--- src/rtl/uart_tx_arbiter_pkg.sv ---
// Shared types and constants for the UART transmit arbiter.
package uart_arb_pkg;

  localparam int UART_BYTE_W = 8;

  typedef enum logic [1:0] {
    IDLE      = 2'd0,
    START     = 2'd1,
    WAIT_DONE = 2'd2
  } arb_state_e;

endpackage

--- src/rtl/uart_tx_arbiter_if.sv ---
// Requester/transmitter bundle between the arbiter and its environment.
interface uart_tx_arbiter_if
  import uart_arb_pkg::*;
#(
  parameter int NUM_REQ = 4
) ();
  localparam int IDX_W = $clog2(NUM_REQ);

  logic [NUM_REQ-1:0]                  req_valid;
  logic [NUM_REQ-1:0][UART_BYTE_W-1:0] req_data;
  logic [NUM_REQ-1:0]                  req_ready;
  logic                                tx_start;
  logic [UART_BYTE_W-1:0]              tx_data;
  logic                                tx_done;
  logic [IDX_W-1:0]                    grant_id;
  logic                                busy;
  logic                                timeout_err;

  modport master (
    input  req_valid, req_data, tx_done,
    output req_ready, tx_start, tx_data, grant_id, busy, timeout_err
  );

  modport slave (
    output req_valid, req_data, tx_done,
    input  req_ready, tx_start, tx_data, grant_id, busy, timeout_err
  );
endinterface

--- src/rtl/uart_tx_arbiter_rr_pick.sv ---
// Combinational round-robin picker: first set request after last_grant, wrapping.
module rr_pick #(
  parameter int NUM_REQ = 4,
  parameter int IDX_W   = $clog2(NUM_REQ)
) (
  input  logic [NUM_REQ-1:0] req,
  input  logic [IDX_W-1:0]   last_grant,
  output logic [IDX_W-1:0]   winner,
  output logic               found
);

  // Walk offsets from farthest to nearest so the nearest match is written last.
  always_comb begin
    found  = 1'b0;
    winner = '0;
    for (int k = NUM_REQ; k >= 1; k--) begin
      logic [IDX_W-1:0] idx;
      idx = IDX_W'((int'(last_grant) + k) % NUM_REQ);
      if (req[idx]) begin
        found  = 1'b1;
        winner = idx;
      end
    end
  end

endmodule

--- src/rtl/uart_tx_arbiter.sv ---
// Round-robin arbiter sharing one UART transmitter among NUM_REQ requesters.
// Optional tx_done watchdog enabled by defining UART_TX_ARB_TIMEOUT_EN.
module uart_tx_arbiter
  import uart_arb_pkg::*;
#(
  parameter int NUM_REQ        = 4,
  parameter int TIMEOUT_CYCLES = 20000
) (
  input  logic             clk,
  input  logic             reset,
  uart_tx_arbiter_if.master bus
);
  localparam int IDX_W = $clog2(NUM_REQ);

  arb_state_e             state_q, state_d;
  logic [IDX_W-1:0]       last_grant_q, grant_q, winner;
  logic [UART_BYTE_W-1:0] data_q;
  logic                   found, wd_expire, xfer_end;

  rr_pick #(.NUM_REQ(NUM_REQ), .IDX_W(IDX_W)) u_pick (
    .req        (bus.req_valid),
    .last_grant (last_grant_q),
    .winner     (winner),
    .found      (found)
  );

`ifdef UART_TX_ARB_TIMEOUT_EN
  localparam int WD_W = $clog2(TIMEOUT_CYCLES + 1);
  logic [WD_W-1:0] wd_cnt_q;
  logic            timeout_q;

  // tx_done in the final count cycle still counts as a normal completion.
  assign wd_expire = (state_q == WAIT_DONE) && !bus.tx_done &&
                     (wd_cnt_q == WD_W'(TIMEOUT_CYCLES - 1));

  always_ff @(posedge clk or posedge reset) begin
    if (reset) begin
      wd_cnt_q  <= '0;
      timeout_q <= 1'b0;
    end else begin
      timeout_q <= wd_expire;
      if (state_q == START)          wd_cnt_q <= '0;
      else if (state_q == WAIT_DONE) wd_cnt_q <= wd_cnt_q + 1'b1;
    end
  end

  assign bus.timeout_err = timeout_q;
`else
  assign wd_expire       = 1'b0;
  assign bus.timeout_err = 1'b0;
`endif

  assign xfer_end = (state_q == WAIT_DONE) && (bus.tx_done || wd_expire);

  always_ff @(posedge clk or posedge reset) begin
    if (reset) state_q <= IDLE;
    else       state_q <= state_d;
  end

  always_comb begin
    state_d = state_q;
    unique case (state_q)
      IDLE:      if (found) state_d = START;
      START:     state_d = WAIT_DONE;
      WAIT_DONE: if (xfer_end) state_d = IDLE;
      default:   state_d = IDLE;
    endcase
  end

  always_ff @(posedge clk or posedge reset) begin
    if (reset) begin
      last_grant_q <= IDX_W'(NUM_REQ - 1);
      grant_q      <= '0;
      data_q       <= '0;
    end else begin
      if (state_q == IDLE && found) begin
        grant_q <= winner;
        data_q  <= bus.req_data[winner];
      end
      if (xfer_end) last_grant_q <= grant_q;
    end
  end

  assign bus.tx_start  = (state_q == START);
  assign bus.req_ready = bus.tx_start ? (NUM_REQ'(1) << grant_q) : '0;
  assign bus.tx_data   = data_q;
  assign bus.grant_id  = grant_q;
  assign bus.busy      = (state_q != IDLE);

endmodule

--- src/flat_wrapper.sv ---
// flat-port wrapper written by rule: the top's interface ports become plain ports
module uart_tx_arbiter_flat import uart_arb_pkg::*;
#(
  parameter int NUM_REQ        = 4,
  parameter int TIMEOUT_CYCLES = 20000
)
  (clk, reset, bus_req_valid, bus_req_data, bus_tx_done, bus_req_ready, bus_tx_start, bus_tx_data, bus_grant_id, bus_busy, bus_timeout_err);
  uart_tx_arbiter_if #(.NUM_REQ(NUM_REQ)) bus_i ();
  input  logic clk;
  input  logic reset;
  input wire logic [$bits(bus_i.req_valid)-1:0] bus_req_valid;
  input wire logic [$bits(bus_i.req_data)-1:0] bus_req_data;
  input wire logic [$bits(bus_i.tx_done)-1:0] bus_tx_done;
  output wire logic [$bits(bus_i.req_ready)-1:0] bus_req_ready;
  output wire logic [$bits(bus_i.tx_start)-1:0] bus_tx_start;
  output wire logic [$bits(bus_i.tx_data)-1:0] bus_tx_data;
  output wire logic [$bits(bus_i.grant_id)-1:0] bus_grant_id;
  output wire logic [$bits(bus_i.busy)-1:0] bus_busy;
  output wire logic [$bits(bus_i.timeout_err)-1:0] bus_timeout_err;
  assign bus_i.req_valid = bus_req_valid;
  assign bus_i.req_data = bus_req_data;
  assign bus_i.tx_done = bus_tx_done;
  assign bus_req_ready = bus_i.req_ready;
  assign bus_tx_start = bus_i.tx_start;
  assign bus_tx_data = bus_i.tx_data;
  assign bus_grant_id = bus_i.grant_id;
  assign bus_busy = bus_i.busy;
  assign bus_timeout_err = bus_i.timeout_err;
  uart_tx_arbiter #(.NUM_REQ(NUM_REQ), .TIMEOUT_CYCLES(TIMEOUT_CYCLES)) u_core (.clk(clk), .reset(reset), .bus(bus_i));
endmodule
--- config.mk ---
export PLATFORM = sky130hd
export DESIGN_NAME = uart_tx_arbiter_flat
export DESIGN_NICKNAME = d
export VERILOG_FILES = /design/src/rtl/uart_tx_arbiter_pkg.sv /design/src/rtl/uart_tx_arbiter_if.sv /design/src/rtl/uart_tx_arbiter_rr_pick.sv /design/src/rtl/uart_tx_arbiter.sv /design/src/flat_wrapper.sv
export SDC_FILE = /design/constraint.sdc
export NUM_CORES = 1
export LEC_CHECK = 0
export ABC_AREA = 1
export BUFFER_PORTS_ARGS = -buffer_cell sky130_fd_sc_hd__buf_4
export CAP_MARGIN = 30
export CORE_MARGIN = 5
export CORE_UTILIZATION = 40
export DETAILED_ROUTE_END_ITERATION = 10
export PLACE_DENSITY = 0.77
export SLEW_MARGIN = 20
export SYNTH_ARGS = -nofsm -noshare
export SYNTH_HDL_FRONTEND = slang
export SYNTH_HIERARCHICAL = 1
export SYNTH_SLANG_ARGS = --single-unit
--- constraint.sdc ---
create_clock -name clk -period 3.5 [get_ports clk]
set_input_delay 0.175 -clock clk [delete_from_list [all_inputs] [get_ports clk]]
set_output_delay 0.175 -clock clk [all_outputs]
set_load 0.01 [all_outputs]
=== Word-level counts from Yosys, hierarchy flattened ===
Index checks and enable logic that the tools add are counted.

* Equality and inequality tests: 4
* Order comparisons: 5
* Add/subtract/negate cells: 4
* Reduce and logical (&&, ||, !) cells: 5
* Shift-type cells: 1
* Mux-type cells: 22

{| class="wikitable"
|+ Operator list
! kind !! number
|-
| $bmux 8 s2 || 1
|-
| $lt 2x3->1 const B || 5
|-
| $mux 2 || 6
|-
| $bmux 1 s2 || 4
|-
| $mux 1 || 8
|-
| $mux 8 || 1
|-
| $pmux 2 s3 || 1
|-
| $add 2x1->2 const B || 2
|-
| $add 2x2->2 const B || 2
|-
| $mux 4 || 1
|-
| $ne 2x1->1 const B || 2
|-
| $shl 1x2->4 const A || 1
|-
| $eq 2x1->1 const B || 1
|-
| $eq 2x2->1 const B || 1
|-
| $logic_and 1x1->1 || 2
|-
| $logic_not 2->1 || 1
|-
| $reduce_and 2->1 || 1
|-
| $reduce_bool 2->1 || 1
|}

* Input port bits: 39
* Flip-flop bits (word level): 14
* Output and inout bits: 17

=== Depth between registers and ports, before layout ===
Gate-level depths: netlist of run 1.

* Word-level depth: 9
* Depth in mapped cells: 18
* Depth with buffers taken out: 15

=== Modules after synthesis ===
The synthesis of run 1 kept the hierarchy.

{| class="wikitable"
|+ Modules (own cells, without submodules)
! module !! cells each !! area each (um^2) !! times used
|-
| uart_tx_arbiter || 145 || 955.9 || 1
|-
| rr_pick || 49 || 226.5 || 1
|}

=== Worst setup path before layout of run 1 ===
OpenSTA, ideal clock, no wires.

* Path type: register -> register
* Start point: register u_core.last_grant_q[0]
* End point: register u_core.data_q[0], in the netlist u_core/bus.tx_data[0]
* Clock period less this slack: 1769 ps
* Cell stages (with the launch flop): 16
* Setup time: 124 ps
* Setup slack: 1731 ps
* Data arrival time: 1645 ps
* Path through: dfstp_2 -> buf_6 -> inv_8 -> nand2_2 -> nand2_1 -> and2_4 -> nor2_2 -> nand3_1 -> nand2_1 -> buf_6 -> inv_6 -> buf_8 -> nand2_1 -> nand2_1 -> nand3_1 -> nand3_1

* Word-level cells in the longest chain between the ends: 9
* Elaborated cells on any way between the ends: 23
* Those cells by class: add/sub: 4; mux: 18; reduce/logical: 1

{| class="wikitable"
|+ Ends and longest elaborated chain
! item !! line !! text
|-
| from (decl) || uart_tx_arbiter.sv:16 || <nowiki>logic [IDX_W-1:0] last_grant_q, grant_q, winner;</nowiki>
|-
| from (signal assigned) || uart_tx_arbiter.sv:72 || <nowiki>last_grant_q <= IDX_W'(NUM_REQ - 1);</nowiki>
|-
| from (signal assigned) || uart_tx_arbiter.sv:80 || <nowiki>if (xfer_end) last_grant_q <= grant_q;</nowiki>
|-
| $add 2x1->2 || uart_tx_arbiter_rr_pick.sv:18 || <nowiki>idx = IDX_W'((int'(last_grant) + k) % NUM_REQ);</nowiki>
|-
| $bmux 1 s2 || uart_tx_arbiter_rr_pick.sv:19 || <nowiki>if (req[idx]) begin</nowiki>
|-
| $mux 1 (implied by the code) || uart_tx_arbiter_rr_pick.sv:19 ||
|-
| $mux 2 (3 in series) || uart_tx_arbiter_rr_pick.sv:19 ||
|-
| $mux 2 * || uart_tx_arbiter_rr_pick.sv:19 ||
|-
| via u_core.winner[0] || uart_tx_arbiter.sv:16 ||
|-
| $bmux 8 s2 * || uart_tx_arbiter.sv:78 || <nowiki>data_q <= bus.req_data[winner];</nowiki>
|-
| $mux 8 (implied by the code) * || uart_tx_arbiter.sv:78 ||
|-
| to (signal assigned) || uart_tx_arbiter.sv:78 ||
|-
| to (decl) || uart_tx_arbiter.sv:17 || <nowiki>logic [UART_BYTE_W-1:0] data_q;</nowiki>
|}

The timed path passes the listed nets; every way through them passes the cells marked *. The select of a mux whose other input is x is not followed.
A chain may end at the register's enable or synchronous reset.

=== Final worst setup path of run 1 ===
* Start point: register u_core.last_grant_q[0]
* End point: register u_core.data_q[5], in the netlist u_core/bus.tx_data[5]

Same word-level chain as after synthesis.

==> flow_summary_export.csv, run 1 <==
group,metric,value,unit
yosys,ys_warn_count,6,
worst_setup_path,arrival,2430,ps
route,first_iter_violations,72,
placed_design,gp_congestion,0.837,
route,wire_per_inst,10.1,µm
floorplan,die_y,64.4,µm
yosys,synth_seq_area_share,29.8,%
yosys,netlist_instances,194,
global_routing,overflow,0,
worst_setup_path,end_kind,"flop",
sta,period_minus_slack,2250,ps
worst_setup_path,cpMaxStageDelayCell,"dfstp_2",
sta,rsz0062_at_grt,"no",
worst_setup_path,path_class,"flop to flop",
floorplan,die_width,64.4,µm
cells_and_area,drive_gt1_share,30.5,%
worst_hold_path,min-delay-start,"bus_tx_done",
worst_setup_path,crit_chain,"inv_8, nand2_1, nand2_1, nand2_1, nand2_1, nand2_1, nand2_1, nand2_1, nand2_1, inv_6, nand2_1, nand3_1, nand2_1, nand2_1, nand2_1",
floorplan,start_util,42.1,%
yosys,avgSynthCellArea,6.09,µm²
clock_tree,cts.clk_slew.worst_paths,90,ps
worst_setup_path,r2r_setup_slack,1250,ps
cells_and_area,n_antenna_cell,0,
worst_setup_path,crit_fanout,17,
route,viasPerCell,4.64,
cells_and_area,syn2layout_area_growth,35.3,%
floorplan,core,2810,µm²
sta,min_period_over_period,64.3,%
clock_tree,cts_sinks,14,
worst_setup_path,slowest_delay,670,ps
worst_hold_path,hp-class,"input port to flop",
global_routing,grt_pass1_vias,1182,
cells_and_area,regArea,353,µm²
run,cap_violations,0,
power,p_per_area,918,nW/µm²
clock_tree,clock_path_buffers,2,
yosys,synthesis.area,1180,µm²
sta,tightestPinTransition,606,ps
power,total_power,0.00147,W
route,ant_nets,0,
sta,slew_violations,0,
sta,final_hold_viol_count,0,
sta,skew,2.99,ps
worst_hold_path,hold-path-cell-count,2,
route,drt_pass1_iterations,4,
clock_tree,htreeDepth,1,
worst_setup_path,reg2reg_from,"u_core/last_grant_q[0]",
worst_setup_path,start_kind,"flop",
clock_tree,cts_buffers,3,
status,status,"finished, final reports clean",
cells_and_area,stdcell_count,277,
cells_and_area,multiInputGateArea,621,µm²
placed_design,io_buffers,54,
sta,layout_setup_ws,1250,ps
route,drc,0,
worst_hold_path,min_to,"u_core/state_q[1]",
worst_setup_path,ff2ff_path_depth,15,
worst_setup_path,cp.required,3680,ps
placed_design,placedCellCount,272,
floorplan,num_rows,19,
yosys,synth_fp_nets,233,
route,totalWireLength,2810,µm
floorplan,die-area,4140,µm²
sta,fin_setup_tns,0,ps
sta,fmax,0.444,GHz
clock_tree,cts_root_buffer,"clkbuf_4",
floorplan,io_pins,56,
worst_setup_path,r2r_end,"u_core/bus.tx_data[5]",
sta,max_slew_margin,59.5,%
global_routing,track_usage,14.6,%
placed_design,place_ws,1230,ps
cells_and_area,fillers,296,
clock_tree,worstSkewPairLatency,280,ps
yosys,ys_ff_latch,14,
route,via_count,1285,
clock_tree,cts_setup_buffers,0,
yosys,ys_types,23,
global_routing,antenna_found_initial,0,
sta,finalSetupViolCount,0,
worst_setup_path,path_common_cell,"nand2_1",
power,ir_worst_vdd,0.391,mV
clock_tree,cts_tree,"yes",
cells_and_area,fin_nets,286,
global_routing,grt_first_pass_wirelength,4940,µm
placed_design,place_hpwl,2320,µm
global_routing,grt_max_degree,18,
power,p_leak,0.999,nW
-- sequential cells by signal, summed over array words and instances (netlist names) --
register / cells
u_core/bus.tx_data: 8
u_core/last_grant_q: 2
u_core/state_q: 2
u_core/bus.grant_id: 2
-- cells in the final DEF, fill, tap and decap left out, types with 2 or more instances in the layout --
master	n
clkbuf_4	3
nor3_1	4
nand2_1	96
dfrtp_1	12
nand2_2	6
buf_4	54
dfstp_2	2
inv_1	31
nand3_1	20
nor2_2	2
o21ai_0	3
nand3_2	2
-- layout make-up --
cell class	count	area share (%)
inverter	33	8.52
sequential	14	22.0
tap	31	2.42
multi-input combinational	140	38.8
clock buffer	4	2.27
timing repair buffer	55	26.0
-- Yosys cell counts (all sizes together) --
master | count | share of area [%]
a21oi | 1 | 0.42
and2 | 1 | 0.74
buf | 7 | 6.1
conb | 1 | 0.32
dfrtp | 12 | 25
dfstp | 2 | 4.4
inv | 33 | 12
nand2 | 102 | 34
nand3 | 22 | 10
nor2 | 4 | 3.1
nor3 | 4 | 1.7
o21ai | 5 | 2.4
-- per-stage QoR --
stage / instance area, µm² / utilization [%] / hold slack (ps)
2_1_floorplan: 1180 / - / 62.8
3_3_place_gp: 1550 / 55.4 / 248
3_5_place_dp: 1550 / 55.4 / 260
4_1_cts: 1600 / 57.0 / 100
5_1_grt: 1600 / 57.0 / 107
6_report: 1600 / 57.0 / 109
-- cells by family (layout without fill, tap and decap cells) --
group	count (synthesis)	count (layout)	synth area share, %
other cells	1	1	0.317
buf+inv	40	92	17.7
simple gates	133	133	49.3
flops	14	14	29.8
compound gates	6	6	2.86
-- layer usage --
metal,global-route usage (%),share of wire [%],vias up
met5,0,0,-
met4,6.07,1.0,0
met3,4.03,8.8,2
met2,23.7,49,39
met1,18.3,42,561
li1,-,-,683
-- worst max path at each step --
stage                            from                     to
3_3_place_gp   u_core/last_grant_q[0]  u_core/bus.tx_data[6]
2_1_floorplan  u_core/last_grant_q[0]  u_core/bus.tx_data[0]
5_1_grt        u_core/last_grant_q[0]  u_core/bus.tx_data[2]
3_5_place_dp   u_core/last_grant_q[0]  u_core/bus.tx_data[5]
4_1_cts        u_core/last_grant_q[0]  u_core/bus.tx_data[5]
6_report       u_core/last_grant_q[0]  u_core/bus.tx_data[5]
-- critical path: cells and delay by family (launching register included) --
family                 cells  cell delay (ps)
buffers and inverters      2              340
and+or+nand+nor           13             1140
DFF                        1              670
-- report_power, final --
group / internal (W) / switching [W] / leakage [nW] / total [W]
clock network: 0.0000632 / 0.0000523 / 0.0210 / 0.000116
logic: 0.000389 / 0.000639 / 0.809 / 0.00103
registers: 0.000254 / 0.0000712 / 0.168 / 0.000326
-- what timing repair did --
item	CTS	global route
hold endpoints to repair	12	0
gates resized for setup	0	0
hold buffers	1	0
Power figures use the tool's default switching activity.
==> run 2: changes to the inputs <==
==> constraint.sdc (replaced) <==
create_clock -name clk -period 2.19 [get_ports clk]
set_input_delay 0.1095 -clock clk [delete_from_list [all_inputs] [get_ports clk]]
set_output_delay 0.1095 -clock clk [all_outputs]
set_load 0.01 [all_outputs]
==> run 2 against run 1 <==
Sequential power up 58%; sequential share of layout area down 0.10 points; flip-flop and latch count is the same; largest cell class unchanged; highest routed layer unchanged.
==> flow_summary_export.csv, run 2 (synthesis results as in run 1) <==
group,metric,value,unit
power,p_int,0.00115,W
floorplan,num_rows,19,
worst_setup_path,crit_path_start,"u_core/last_grant_q[0]",
run,cap_violations,0,
sta,finalSetupViolCount,0,
worst_setup_path,reg2reg_from,"u_core/last_grant_q[0]",
worst_hold_path,hp-class,"input port to flop",
worst_setup_path,path_class,"flop to flop",
global_routing,track_usage,13.6,%
floorplan,die_width,64.4,µm
sta,slew_violations,0,
floorplan,die_y,64.4,µm
route,drc,0,
worst_setup_path,arrival,2140,ps
worst_setup_path,r2r_end,"u_core/bus.tx_data[7]",
clock_tree,cts_buffers,3,
route,via_count,1253,
route,viasPerCell,4.51,
worst_setup_path,start_kind,"flop",
power,p_comb_share,70.6,%
sta,min_period_over_period,89.9,%
power,p_seq_share,21.8,%
power,p_leak,1.00,nW
power,ir_worst_vdd,0.605,mV
cells_and_area,largest_reg_flops,8,
floorplan,start_util,42.1,%
global_routing,grt_max_degree,18,
clock_tree,worstSkewPairLatency,270,ps
cells_and_area,mostFrequentLayoutCell,"nand2_1",
clock_tree,cts_resized,0,
global_routing,antenna_found_initial,0,
worst_setup_path,ff2ff_path_depth,13,
cells_and_area,n_antenna_cell,0,
global_routing,overflow,0,
route,drt_pass1_iterations,4,
global_routing,grt_pass1_vias,1137,
floorplan,die-area,4140,µm²
sta,final_hold_viol_count,0,
power,p_sw_share,51.1,%
worst_setup_path,worstSetupEndpoint,"u_core/bus.tx_data[7]",
route,totalWireLength,2680,µm
route,first_iter_violations,59,
cells_and_area,most-common-layout-cells,"nand2_1, buf_4, inv_1",
placed_design,gp_congestion,0.860,
sta,skew,0.428,ps
cells_and_area,drive_gt1_share,30.8,%
sta,period_minus_slack,1970,ps
clock_tree,cts_sinks,14,
floorplan,io_pins,56,
sta,max_slew_margin,65.4,%
power,total_power,0.00236,W
power,power.switching,0.00121,W
placed_design,place_hpwl,2290,µm
power,p_per_area,1470,nW/µm²
clock_tree,cts_root_buffer,"clkbuf_4",
clock_tree,htreeDepth,1,
clock_tree,clock_path_buffers,2,
cells_and_area,fin_nets,287,
worst_setup_path,end_kind,"flop",
worst_setup_path,r2r_setup_slack,220,ps
worst_setup_path,cp.required,2360,ps
clock_tree,cts_tree,"yes",
sta,fmax,0.508,GHz
route,ant_nets,0,
placed_design,io_buffers,54,
worst_setup_path,crit_fanout,16,
route,wire_per_inst,9.64,µm
sta,fin_setup_tns,0,ps
sta,tightestPinTransition,518,ps
cells_and_area,syn2layout_area_growth,36.0,%
global_routing,grt_first_pass_wirelength,4620,µm
power,power_frac_clock,7.7,%
clock_tree,cts.clk_slew.worst_paths,80,ps
floorplan,core,2810,µm²
sta,rsz0062_at_grt,"no",
status,status,"finished, final reports clean",
## run 2: changes by cell type in the layout (fill, tap and decap cells not counted), sizes merged
cell,delta
buf,+1
## run 2: area by class of cell
type / instances / area, µm²
fillers: 299 / 1200
multi-input cells: 140 / 621
repair buffers: 56 / 423
flip-flops and latches: 14 / 353
inverters: 33 / 136
well taps: 31 / 38.8
clock buffers: 4 / 36.3
## run 2: what timing repair did
action | 4_1_cts | 5_1_grt
endpoints found under the hold margin | 12 | 0
buffers inserted | 0 | 0
hold buffers | 1 | 0
setup endpoints to repair | 0 | 0
## run 2: worst min-delay path by stage
stage,startpoint,endpoint,slack (ps),depth (start not counted)
after detailed placement,reset,u_core/bus.tx_data[4],190,2
after floorplan,reset,u_core/bus.grant_id[0],-3,1
final,bus_tx_done,u_core/state_q[1],50,2
after CTS,bus_tx_done,u_core/state_q[1],50,2
after global placement,reset,u_core/bus.tx_data[3],190,2
after global routing,bus_tx_done,u_core/state_q[1],40,2
## run 2: power by group through the flow
stage / combinational (W) / clock (W) / sequential, W
5_1_grt: 0.00192 / 0.000206 / 0.000541
3_5_place_dp: 0.00170 / 0 / 0.000520
6_report: 0.00167 / 0.000181 / 0.000514
4_1_cts: 0.00171 / 0.000189 / 0.000517
3_3_place_gp: 0.00167 / 0 / 0.000514
2_1_floorplan: 0.00137 / 0 / 0.000525
## run 2: per-layer routing
metal | wire, µm | global-route usage, % | vias up
li1 | - | - | 683
met1 | 1110 | 16.5 | 531
met2 | 1280 | 22.8 | 35
met3 | 254 | 4.73 | 4
met4 | 32 | 3.96 | 0
met5 | 0 | 0 | -
## run 2: through the flow
stage	setup slack (ps)	cells	hold WS, ps	instance area, µm²	util (%)
2_1_floorplan	421	194	-2.71	1180	-
3_3_place_gp	264	273	185	1560	55.7
3_5_place_dp	220	273	190	1560	55.7
4_1_cts	202	278	46.8	1610	57.3
5_1_grt	11.6	278	44.2	1610	57.3
6_report	222	278	52.7	1610	57.3
## run 2: critical path, cell delays in order (launching register included)
cell,delay [ps]
dfstp_2,670
inv_8,60
nand2_2,60
nand2_1,70
and2_4,150
nor2_2,70
nand3_1,80
nand2_1,150
buf_4,230
nand2_1,70
nand3_1,70
nand2_1,70
nand2_1,60
nand2_1,50
==> run 3: changes to the inputs <==
--- a/config.mk
+++ b/config.mk
@@ -12,7 +12,7 @@
 export CORE_UTILIZATION = 40
 export DETAILED_ROUTE_END_ITERATION = 10
 export PLACE_DENSITY = 0.77
-export SLEW_MARGIN = 20
+export SLEW_MARGIN = 5
 export SYNTH_ARGS = -nofsm -noshare
 export SYNTH_HDL_FRONTEND = slang
 export SYNTH_HIERARCHICAL = 1
==> constraint.sdc (replaced) <==
create_clock -name clk -period 2 [get_ports clk]
set_input_delay 0.1 -clock clk [delete_from_list [all_inputs] [get_ports clk]]
set_output_delay 0.1 -clock clk [all_outputs]
set_load 0.01 [all_outputs]
==> run 3 against run 2 <==
Register-to-register slack got worse by 100 ps; hold slack got worse by 19 ps; design area rose by 3.6%; non-clock buffer count rose by 5; cell count rose by 2.2%; combinational power rose by 25%; flip-flop and latch count did not move; total power rose by 19%; clock-buffer cell count did not move; highest routed layer unchanged.
==> flow_summary_export.csv, run 3 (synthesis results as in run 1) <==
group,metric,value,unit
status,status,"finished, final reports clean",
worst_setup_path,crit_fanout,5,
worst_setup_path,end_kind,"flop",
cells_and_area,n_antenna_cell,0,
sta,tightestPinTransition,527,ps
clock_tree,cts_tree,"yes",
cells_and_area,fillers,276,
route,first_iter_violations,66,
cells_and_area,mostFrequentLayoutCell,"nand2_1",
floorplan,die_y,64.4,µm
power,power.switching,0.00143,W
sta,slew_violations,0,
sta,final_hold_viol_count,0,
cells_and_area,most-common-layout-cells,"nand2_1, buf_4, inv_1",
worst_setup_path,cp.required,2170,ps
cells_and_area,drive_gt1_share,33.2,%
power,total_power,0.00280,W
global_routing,grt_first_pass_wirelength,4850,µm
cells_and_area,regArea,353,µm²
worst_setup_path,cpMaxStageDelayCell,"dfstp_2",
worst_setup_path,worst-path-buf-inv,2,
global_routing,overflow,0,
sta,fin_setup_tns,0,ps
worst_hold_path,hp-class,"input port to flop",
floorplan,io_pins,56,
placed_design,gp_congestion,0.889,
power,p_leak,1.03,nW
global_routing,antenna_found_initial,0,
route,viasPerCell,4.61,
global_routing,grt_max_degree,18,
floorplan,core,2810,µm²
worst_setup_path,start_kind,"flop",
floorplan,num_rows,19,
cells_and_area,largest_reg_flops,8,
worst_setup_path,path_class,"flop to flop",
power,p_seq_share,19.6,%
power,p_sw_share,51.2,%
clock_tree,clock_path_buffers,2,
placed_design,place_hpwl,2340,µm
sta,skew,3.06,ps
clock_tree,worstSkewPairLatency,270,ps
floorplan,die_width,64.4,µm
placed_design,io_buffers,54,
sta,period_minus_slack,1880,ps
cells_and_area,multiInputGateArea,633,µm²
worst_setup_path,cpLargestDelayFamily,"simple AND/OR/NAND/NOR gates",
sta,finalSetupViolCount,0,
power,p_comb_share,74.6,%
clock_tree,cts_root_buffer,"clkbuf_4",
clock_tree,htreeDepth,1,
route,drc,0,
cells_and_area,fin_nets,293,
clock_tree,cts_buffers,3,
run,cap_violations,0,
route,wire_per_inst,10.3,µm
power,p_int,0.00137,W
cells_and_area,syn2layout_area_growth,40.8,%
route,via_count,1310,
route,ant_nets,0,
worst_setup_path,path_common_cell,"nand2_1",
global_routing,grt_pass1_vias,1154,
worst_setup_path,crit_chain,"buf_2, nand2_1, nand2_1, nand2_1, nand2_1, nand2_1, nand2_1, nand2_1, nand2_4, buf_2, nand2_1, nand3_1, nand2_1, nand2_1, nand2_1",
placed_design,place_ws,62.0,ps
sta,layout_setup_ws,120,ps
global_routing,track_usage,14.1,%
route,drt_pass1_iterations,4,
floorplan,start_util,42.1,%
power,p_per_area,1680,nW/µm²
worst_setup_path,arrival,2050,ps
clock_tree,cts_sinks,14,
clock_tree,cts.clk_slew.worst_paths,80,ps
sta,fmax,0.532,GHz
worst_setup_path,slowest_delay,560,ps
power,ir_worst_vdd,0.747,mV
power,power_frac_clock,5.8,%
floorplan,die-area,4140,µm²
sta,whs,33.3,ps
sta,max_slew_margin,64.8,%
sta,min_period_over_period,94.0,%
route,totalWireLength,2920,µm
[run 3: repair_timing]
item / in CTS / in global routing
buffers inserted: 0 / 2
endpoints found under the hold margin: 12 / 0
hold buffers: 1 / 0
endpoints found under the setup margin: 0 / 8
resized for setup: 0 / 8
[run 3: worst paths after layout]
check / startpoint / to / slack [ps] / cells after the start
min in group asynchronous: reset / u_core/bus.tx_data[3] / 420 / 3
min: bus_tx_done / u_core/state_q[1] / 30 / 2
max reg2reg: u_core/last_grant_q[0] / u_core/bus.tx_data[7] / 120 / 15
max: u_core/last_grant_q[0] / u_core/bus.tx_data[7] / 120 / 15
min reg2reg: u_core/bus.tx_data[7] / u_core/bus.tx_data[7] / 500 / 2
max in group asynchronous: reset / u_core/last_grant_q[0] / 1220 / 3
[run 3: power by group through the flow]
| stage | clock (W) | combinational [W] | sequential, W |
|---|---|---|---|
| 2_1_floorplan | 0 | 0.00150 | 0.000575 |
| 3_3_place_gp | 0 | 0.00188 | 0.000576 |
| 3_5_place_dp | 0 | 0.00191 | 0.000574 |
| 4_1_cts | 0.000167 | 0.00191 | 0.000573 |
| 5_1_grt | 0.000185 | 0.00236 | 0.000572 |
| 6_report | 0.000163 | 0.00209 | 0.000548 |
[run 3: cell type report]
cell class              instances  share of cell area [%]
repair inverters                1                   0.376
flip-flops and latches         14                    21.2
inverters                      33                    8.19
well taps                      31                    2.33
multi-input cells             140                    38.0
repair buffers                 61                    28.3
clock buffers                   4                    1.58
[run 3: layer usage]
metal,routed length [µm],global-route usage [%],up-vias
met5,0,0,-
met4,10,2.37,0
met3,241,4.38,2
met2,1400,23.3,45
met1,1260,18.3,567
li1,-,-,696
[run 3: per-stage QoR]
step | instances | instance area (µm²) | utilization [%]
global route | 284 | 1670 | 59.4
CTS | 280 | 1610 | 57.5
detailed placement | 275 | 1580 | 56.2
global placement | 275 | 1580 | 56.2
finish | 284 | 1670 | 59.4
floorplan | 194 | 1180 | -
[run 3: worst register-to-register path: cells and delay by family, from the launching register on]
kind / cells / cell delay [ps]
buffers and inverters: 2 / 310
DFF: 1 / 560
and+or+nand+nor: 13 / 920
